## src/rtl/gray_sweep_ctrl.sv

```systemverilog
`timescale 1ns/1ps
// -----------------------------------------------------------------------------
// gray_sweep_ctrl
//
// Walks a 4-bit code index from `first` to `last` (wrapping 15 -> 0). Each
// index is driven out on `bcd` to an external combinational Gray converter.
// The converter answer on `S_in` is sampled after HOLD_CYCLES settle cycles
// and presented downstream with a valid/ready handshake. Consecutive accepted
// codes of one sweep are checked for Gray adjacency, meaning they differ in
// exactly one bit. Violations raise a sticky `err` and bump a saturating
// counter.
//
// Ports
//   clk        system clock, rising edge
//   rst        synchronous reset, active-high
//   start      sweep request, honoured only while idle
//   first      first index of the sweep, captured with start
//   last       last index of the sweep, captured with start
//   bcd        registered index driven to the converter
//   S_in       converter output for the current bcd
//   out_valid  out_code/out_index hold a result
//   out_ready  downstream accepts the result
//   out_code   sampled converter result
//   out_index  index that produced out_code
//   busy       high whenever not idle
//   done       one-cycle pulse at sweep completion
//   err        sticky adjacency-violation flag
//   err_count  violation count, saturating at 31
// -----------------------------------------------------------------------------
module gray_sweep_ctrl #(
  parameter int HOLD_CYCLES = 1
) (
  input  logic       clk,
  input  logic       rst,
  input  logic       start,
  input  logic [3:0] first,
  input  logic [3:0] last,
  output logic [3:0] bcd,
  input  logic [3:0] S_in,
  output logic       out_valid,
  input  logic       out_ready,
  output logic [3:0] out_code,
  output logic [3:0] out_index,
  output logic       busy,
  output logic       done,
  output logic       err,
  output logic [4:0] err_count
);

  typedef enum logic [1:0] {
    IDLE    = 2'd0,
    DRIVE   = 2'd1,
    PRESENT = 2'd2,
    DONE    = 2'd3
  } state_t;

  // Final value of the settle counter inside DRIVE.
  localparam logic [3:0] HOLD_LAST = 4'(HOLD_CYCLES - 1);

  state_t     state_q, state_d;
  logic [3:0] bcd_q, bcd_d;
  logic [3:0] last_q, last_d;
  logic [3:0] hold_q, hold_d;
  logic [3:0] out_code_q, out_code_d;
  logic [3:0] out_index_q, out_index_d;
  logic       out_valid_q, out_valid_d;
  logic [3:0] prev_code_q, prev_code_d;
  logic       have_prev_q, have_prev_d;
  logic       err_q, err_d;
  logic [4:0] err_count_q, err_count_d;

  // True when a and b differ in exactly one bit position.
  function automatic logic gray_adjacent(input logic [3:0] a, input logic [3:0] b);
    logic [3:0] diff;
    diff = a ^ b;
    return (diff != 4'd0) && ((diff & (diff - 4'd1)) == 4'd0);
  endfunction

  function automatic logic [4:0] sat_inc(input logic [4:0] v);
    return (v == 5'd31) ? v : v + 5'd1;
  endfunction

  always_comb begin
    state_d     = state_q;
    bcd_d       = bcd_q;
    last_d      = last_q;
    hold_d      = hold_q;
    out_code_d  = out_code_q;
    out_index_d = out_index_q;
    out_valid_d = out_valid_q;
    prev_code_d = prev_code_q;
    have_prev_d = have_prev_q;
    err_d       = err_q;
    err_count_d = err_count_q;

    unique case (state_q)
      IDLE: begin
        if (start) begin
          bcd_d       = first;
          last_d      = last;
          hold_d      = 4'd0;
          have_prev_d = 1'b0;
          err_d       = 1'b0;
          err_count_d = 5'd0;
          state_d     = DRIVE;
        end
      end

      DRIVE: begin
        // bcd has been stable for HOLD_CYCLES cycles by the end of the last
        // one, so the converter output is settled and can be captured.
        if (hold_q == HOLD_LAST) begin
          hold_d      = 4'd0;
          out_code_d  = S_in;
          out_index_d = bcd_q;
          out_valid_d = 1'b1;
          state_d     = PRESENT;
        end else begin
          hold_d = hold_q + 4'd1;
        end
      end

      PRESENT: begin
        if (out_ready) begin
          out_valid_d = 1'b0;
          prev_code_d = out_code_q;
          have_prev_d = 1'b1;
          // The first transfer of a sweep has no predecessor to compare with.
          if (have_prev_q && !gray_adjacent(prev_code_q, out_code_q)) begin
            err_d       = 1'b1;
            err_count_d = sat_inc(err_count_q);
          end
          if (out_index_q == last_q) begin
            state_d = DONE;
          end else begin
            bcd_d   = bcd_q + 4'd1;
            state_d = DRIVE;
          end
        end
      end

      DONE: begin
        state_d = IDLE;
      end

      default: begin
        state_d = IDLE;
      end
    endcase
  end

  always_ff @(posedge clk) begin
    if (rst) begin
      state_q     <= IDLE;
      bcd_q       <= 4'd0;
      last_q      <= 4'd0;
      hold_q      <= 4'd0;
      out_code_q  <= 4'd0;
      out_index_q <= 4'd0;
      out_valid_q <= 1'b0;
      prev_code_q <= 4'd0;
      have_prev_q <= 1'b0;
      err_q       <= 1'b0;
      err_count_q <= 5'd0;
    end else begin
      state_q     <= state_d;
      bcd_q       <= bcd_d;
      last_q      <= last_d;
      hold_q      <= hold_d;
      out_code_q  <= out_code_d;
      out_index_q <= out_index_d;
      out_valid_q <= out_valid_d;
      prev_code_q <= prev_code_d;
      have_prev_q <= have_prev_d;
      err_q       <= err_d;
      err_count_q <= err_count_d;
    end
  end

  assign bcd       = bcd_q;
  assign out_code  = out_code_q;
  assign out_index = out_index_q;
  assign out_valid = out_valid_q;
  assign err       = err_q;
  assign err_count = err_count_q;
  assign busy      = (state_q != IDLE);
  assign done      = (state_q == DONE);

endmodule

```

## config.mk

```make
export PLATFORM = sky130hd
export DESIGN_NAME = gray_sweep_ctrl
export DESIGN_NICKNAME = d
export VERILOG_FILES = /design/src/rtl/gray_sweep_ctrl.sv
export SDC_FILE = /design/constraint.sdc
export NUM_CORES = 1
export LEC_CHECK = 0
export BUFFER_PORTS_ARGS = -buffer_cell sky130_fd_sc_hd__buf_4
export CAP_MARGIN = 20
export CELL_PAD_IN_SITES_DETAIL_PLACEMENT = 0
export CELL_PAD_IN_SITES_GLOBAL_PLACEMENT = 2
export CORE_MARGIN = 2
export CORE_UTILIZATION = 28
export DETAILED_ROUTE_END_ITERATION = 8
export HOLD_SLACK_MARGIN = 0.15
export PLACE_DENSITY = 0.83
export SYNTH_ARGS = -nofsm -noshare
export SYNTH_HDL_FRONTEND = slang
export SYNTH_SLANG_ARGS = --single-unit
```

## constraint.sdc

```tcl
create_clock -name clk -period 2 [get_ports clk]
set_clock_uncertainty 0.15 [all_clocks]
set_input_delay 0 -clock clk [delete_from_list [all_inputs] [get_ports clk]]
set_output_delay 0 -clock clk [all_outputs]
set_load 0.01 [all_outputs]
```

==> After elaboration in Yosys (flattened, before gate mapping) <==
Cells that the tools add are included.
{ "totals": {"regBits": 34, "out_inout_bits": 21, "in_bits": 16} }
{ "classes": {"n_addsub": 4, "n_bitwise": 2, "n_reduce_logical": 21, "muxes": 26, "n_eq_ne": 11} }
{ "ops": {"columns": ["operator", "n"], "rows": [
  ["4-bit 2-to-1 mux", 5],
  ["5-bit 2-to-1 mux", 4],
  ["4-bit one-hot mux with 2 select lines", 2],
  ["2-bit inequality test, second input constant", 6],
  ["5-bit one-hot mux with 2 select lines", 1],
  ["3-bit AND reduction", 3],
  ["4-bit by 1-bit adder with 4-bit output, second input constant", 2],
  ["4-bit zero test", 2],
  ["2-bit 2-to-1 mux", 4],
  ["2-bit one-hot mux with 4 select lines", 1],
  ["2-bit AND reduction", 4],
  ["4-bit AND reduction", 2],
  ["2-bit nonzero test", 4],
  ["1-bit 2-to-1 mux", 6],
  ["1-bit one-hot mux with 2 select lines", 3],
  ["5-bit by 1-bit adder with 5-bit output, second input constant", 1],
  ["5-bit == test, second input constant", 1],
  ["5-bit AND reduction", 1],
  ["4-bit bitwise AND", 1],
  ["2-bit == test, second input constant", 2],
  ["4-bit == test", 1],
  ["4-bit nonzero test", 1],
  ["4-bit by 1-bit subtractor with 4-bit output, second input constant", 1],
  ["4-bit bitwise XOR", 1],
  ["other kinds (4)", 5]
]} }

==> Logic depth before layout (Yosys ltp) <==
{ "depth": {"word_depth": 10, "mapped_depth": 7} }

==> Least setup slack after synthesis <==
No wires, ideal clock.
{ "synth_timing": {"path_kind": "reg2reg", "startpoint": "register err_count_q[0], in the netlist err_count[0]", "endpoint": "register err_count_q[3], in the netlist err_count[3]", "stages_incl_launch_ff": 7, "setup_ns": 0.070, "slack_ns": -0.108, "t_arrival_ns": 1.888, "synth_period_minus_slack_ns": 2.108, "required_time_ns": 1.780, "path_cell_list": "dfxtp_1 > ha_1 > and3_1 > ha_1 > or4_4 > or3_1 > a21boi_1"} }
{ "synth_between": {"elab_chain_cells": 5, "word_cells_on_any_way": 8, "cone_classes": "add/sub (1); eq/ne (2); mux (4); reduce/logical (1)"} }
{ "synth_rtl": {"columns": ["element", "line", "text"], "rows": [
  ["from (decl)", "70", "logic [4:0] err_count_q, err_count_d;"],
  ["from (signal assigned)", "176", "err_count_q <= err_count_d;"],
  ["5-bit by 1-bit adder with 5-bit output", "80", "return (v == 5'd31) ? v : v + 5'd1;"],
  ["5-bit 2-to-1 mux", "80", null],
  ["5-bit 2-to-1 mux", "129", "if (have_prev_q && !gray_adjacent(prev_code_q, out_code_q)) begin"],
  ["5-bit 2-to-1 mux", "124", "if (out_ready) begin"],
  ["5-bit one-hot mux with 2 select lines", "96", "unique case (state_q)"]
]} }
Several ways; a longest one is shown, not always the timed one. The select of a mux whose other input is x is not followed.
A chain may end at the register's enable or synchronous reset.

==> Worst setup path in the final report <==
Same ends and word-level chain as after synthesis.

==> out/metrics.yaml <==
worst_setup_path:
  path_class: "reg2reg"
  cp.required_ns: 2.07
  crit_fanout: 2
  end_kind: "flip-flop"
  arrival_ns: 2.03
  crit_path_start_kind: "flip-flop"
timing:
  slew_viol_final: 0
  min_period_ns: 1.96
  tns_ns: 0
  setup_viol: 0
  layout_setup_ws_ns: 0.0400
  holdWs_ns: 0.308
  hold_violations: 0
  max_clock_freq_mhz: 510
  slew_headroom: 0.725
  rsz0062_at_grt: "true"
  min_period_over_period: 0.980
  tightest_slew_ns: 0.409
route:
  drt-total-wl_um: 4120
  wl_met2_um: 1950
  drt_iter0_markers: 60
  avgRoutedWirePerCell_um: 12.5
  final_antenna_net_count: 0
  dr.max_layer_used: "met4"
  wl_met3_um: 191
  drt_pass1_iterations: 4
  drcViolationCount: 0
  viasPerCell: 4.67
  vias: 1537
  drt-met1-wl_um: 1930
global_routing:
  grt_pass1_vias: 1516
  grt_pass1_wl_um: 6890
  grt.total_usage: 0.139
  grt_max_degree: 32
  antenna_found_initial: 0
  grt_overflow: 0
clock_tree:
  cts_buffers: 5
  cts_max_level: 2
  path_clk_slew_ns: 0.07
  clock_latency_ns: 0.28
  cts_tree: "done"
  root_buffer: "clkbuf_8"
  cts.path.max_buffers: 2
  cts.sinks: 34
floorplan:
  die_area_um2: 6430
  die_h_um: 80.2
  die_x_um: 80.2
  ios: 37
  rows: 27
  initial_core_util: 0.293
  core_area_um2: 5540
pwr:
  power_mw: 1.57
  p_leak_nw: 1.04
  peakVddDrop_v: 0.000382
  powerDensity_nw_per_um2: 652
yosys:
  syn_nets: 208
  synth-edff-count: 0
  synth_area_um2: 1620
  ys_seq_elements: 34
  syn_avg_cell_area_um2: 8.68
  synth_top_flop_cell: "dfxtp_1"
  ys_seq_area_frac: 0.419
  synthArstFlopShare: 0
  yosys_warnings: 0
  netlist_instances: 187
  synth_cell_type_count: 42
cells_and_area:
  antenna_cells: 0
  final_util: 0.434
  mostFrequentLayoutCells: "buf_4 (55), dfxtp_1 (31), nand2_1 (25)"
  fill_cells: 588
  fin_area_um2: 2400
  instances_no_fill: 329
  nets: 277
  area_growth_pct: 48.1
  drive_above_1_share: 0.296
  layout_commonest_cell: "buf_4"
placed_design:
  port_buffers: 36
  placedInstanceArea_um2: 2100
  dp_hpwl_um: 2900
  post-place-ws_ns: -0.00753
  place.gp.congestion: 0.771
  placed_cells: 305
outcome:
  status: "finished, final reports clean"
worst_hold_path:
  min_path_type: "reg2reg"
run:
  drv_cap: 0
## sequential cells by signal (all words and copies together) (netlist names)
register     flops
bcd              4
err              1
err_count        5
have_prev_q      1
hold_q           4
last_q           4
out_code         4
out_index        4
out_valid        1
prev_code_q      4
state_q          2
## worst paths after layout
kind	startpoint	to	slack, ns	depth (start not counted)
worst min register to register	out_valid	out_valid	0.31	2
worst max-delay path	err_count[0]	err_count[3]	0.04	6
worst min-delay path	out_valid	out_valid	0.31	2
worst max register to register	err_count[0]	err_count[3]	0.04	6
## repair_timing
action / CTS / global route
buffers inserted: 1 / 0
hold endpoints to repair: 33 / 0
gates resized for setup: 3 / 6
hold buffers: 15 / 0
endpoints found under the setup margin: 4 / 4
pin swaps: 4 / 1
## layout make-up
cell class / instances / area (um^2) / area share
Inverter: 4 / 15.0 / 0.00624
Tap cell: 72 / 90.1 / 0.0375
Clock inverter: 1 / 5.00 / 0.00208
Sequential cell: 34 / 687 / 0.286
Timing Repair Buffer: 70 / 563 / 0.234
Clock buffer: 7 / 86.3 / 0.0359
Multi-Input combinational cell: 141 / 958 / 0.399
## report_power, final
group | internal [mW] | switching (mW) | total [mW]
registers | 0.706 | 0.0301 | 0.736
clock network | 0.278 | 0.254 | 0.532
logic | 0.155 | 0.146 | 0.300
total | 1.14 | 0.430 | 1.57
## cells in the mapped netlist, types with 3 or more instances
cell       n  area [um^2]
ha_1       5         62.6
nand3b_1   3         22.5
xor2_1     8         70.1
inv_1      4         15.0
nand3_1   13         65.1
a21oi_1   15         75.1
nor2_1    18         67.6
nand2_1   25         93.8
dfxtp_1   34          681
clkbuf_1   4         15.0
mux2i_1   15          150
o21ai_0    6         30.0
## kinds of logic (layout without fill, tap and decap cells)
family	after synthesis	after routing	synth area share
DFF	34	34	0.419
buffers and inverters	12	82	0.0331
and+or+nand+nor	78	78	0.237
muxes	15	15	0.0924
xor gates and xnor gates	9	9	0.0485
AOI/OAI and AO/OA	34	34	0.131
adders and majority gates	5	5	0.0385
## worst max-delay path, cell delays in order (launching register included)
cell and delay [ns]:
dfxtp_4 0.35, ha_4 0.15, and3_4 0.18, ha_4 0.15, or4_4 0.41, or3_1 0.37, a21boi_1 0.13
## routing by layer
layer  track usage  up-vias
met5             0        -
met4        0.0508        0
met3        0.0371        7
met2         0.230       35
met1         0.173      705
li1              -      790
Power figures use the tool's default switching activity.
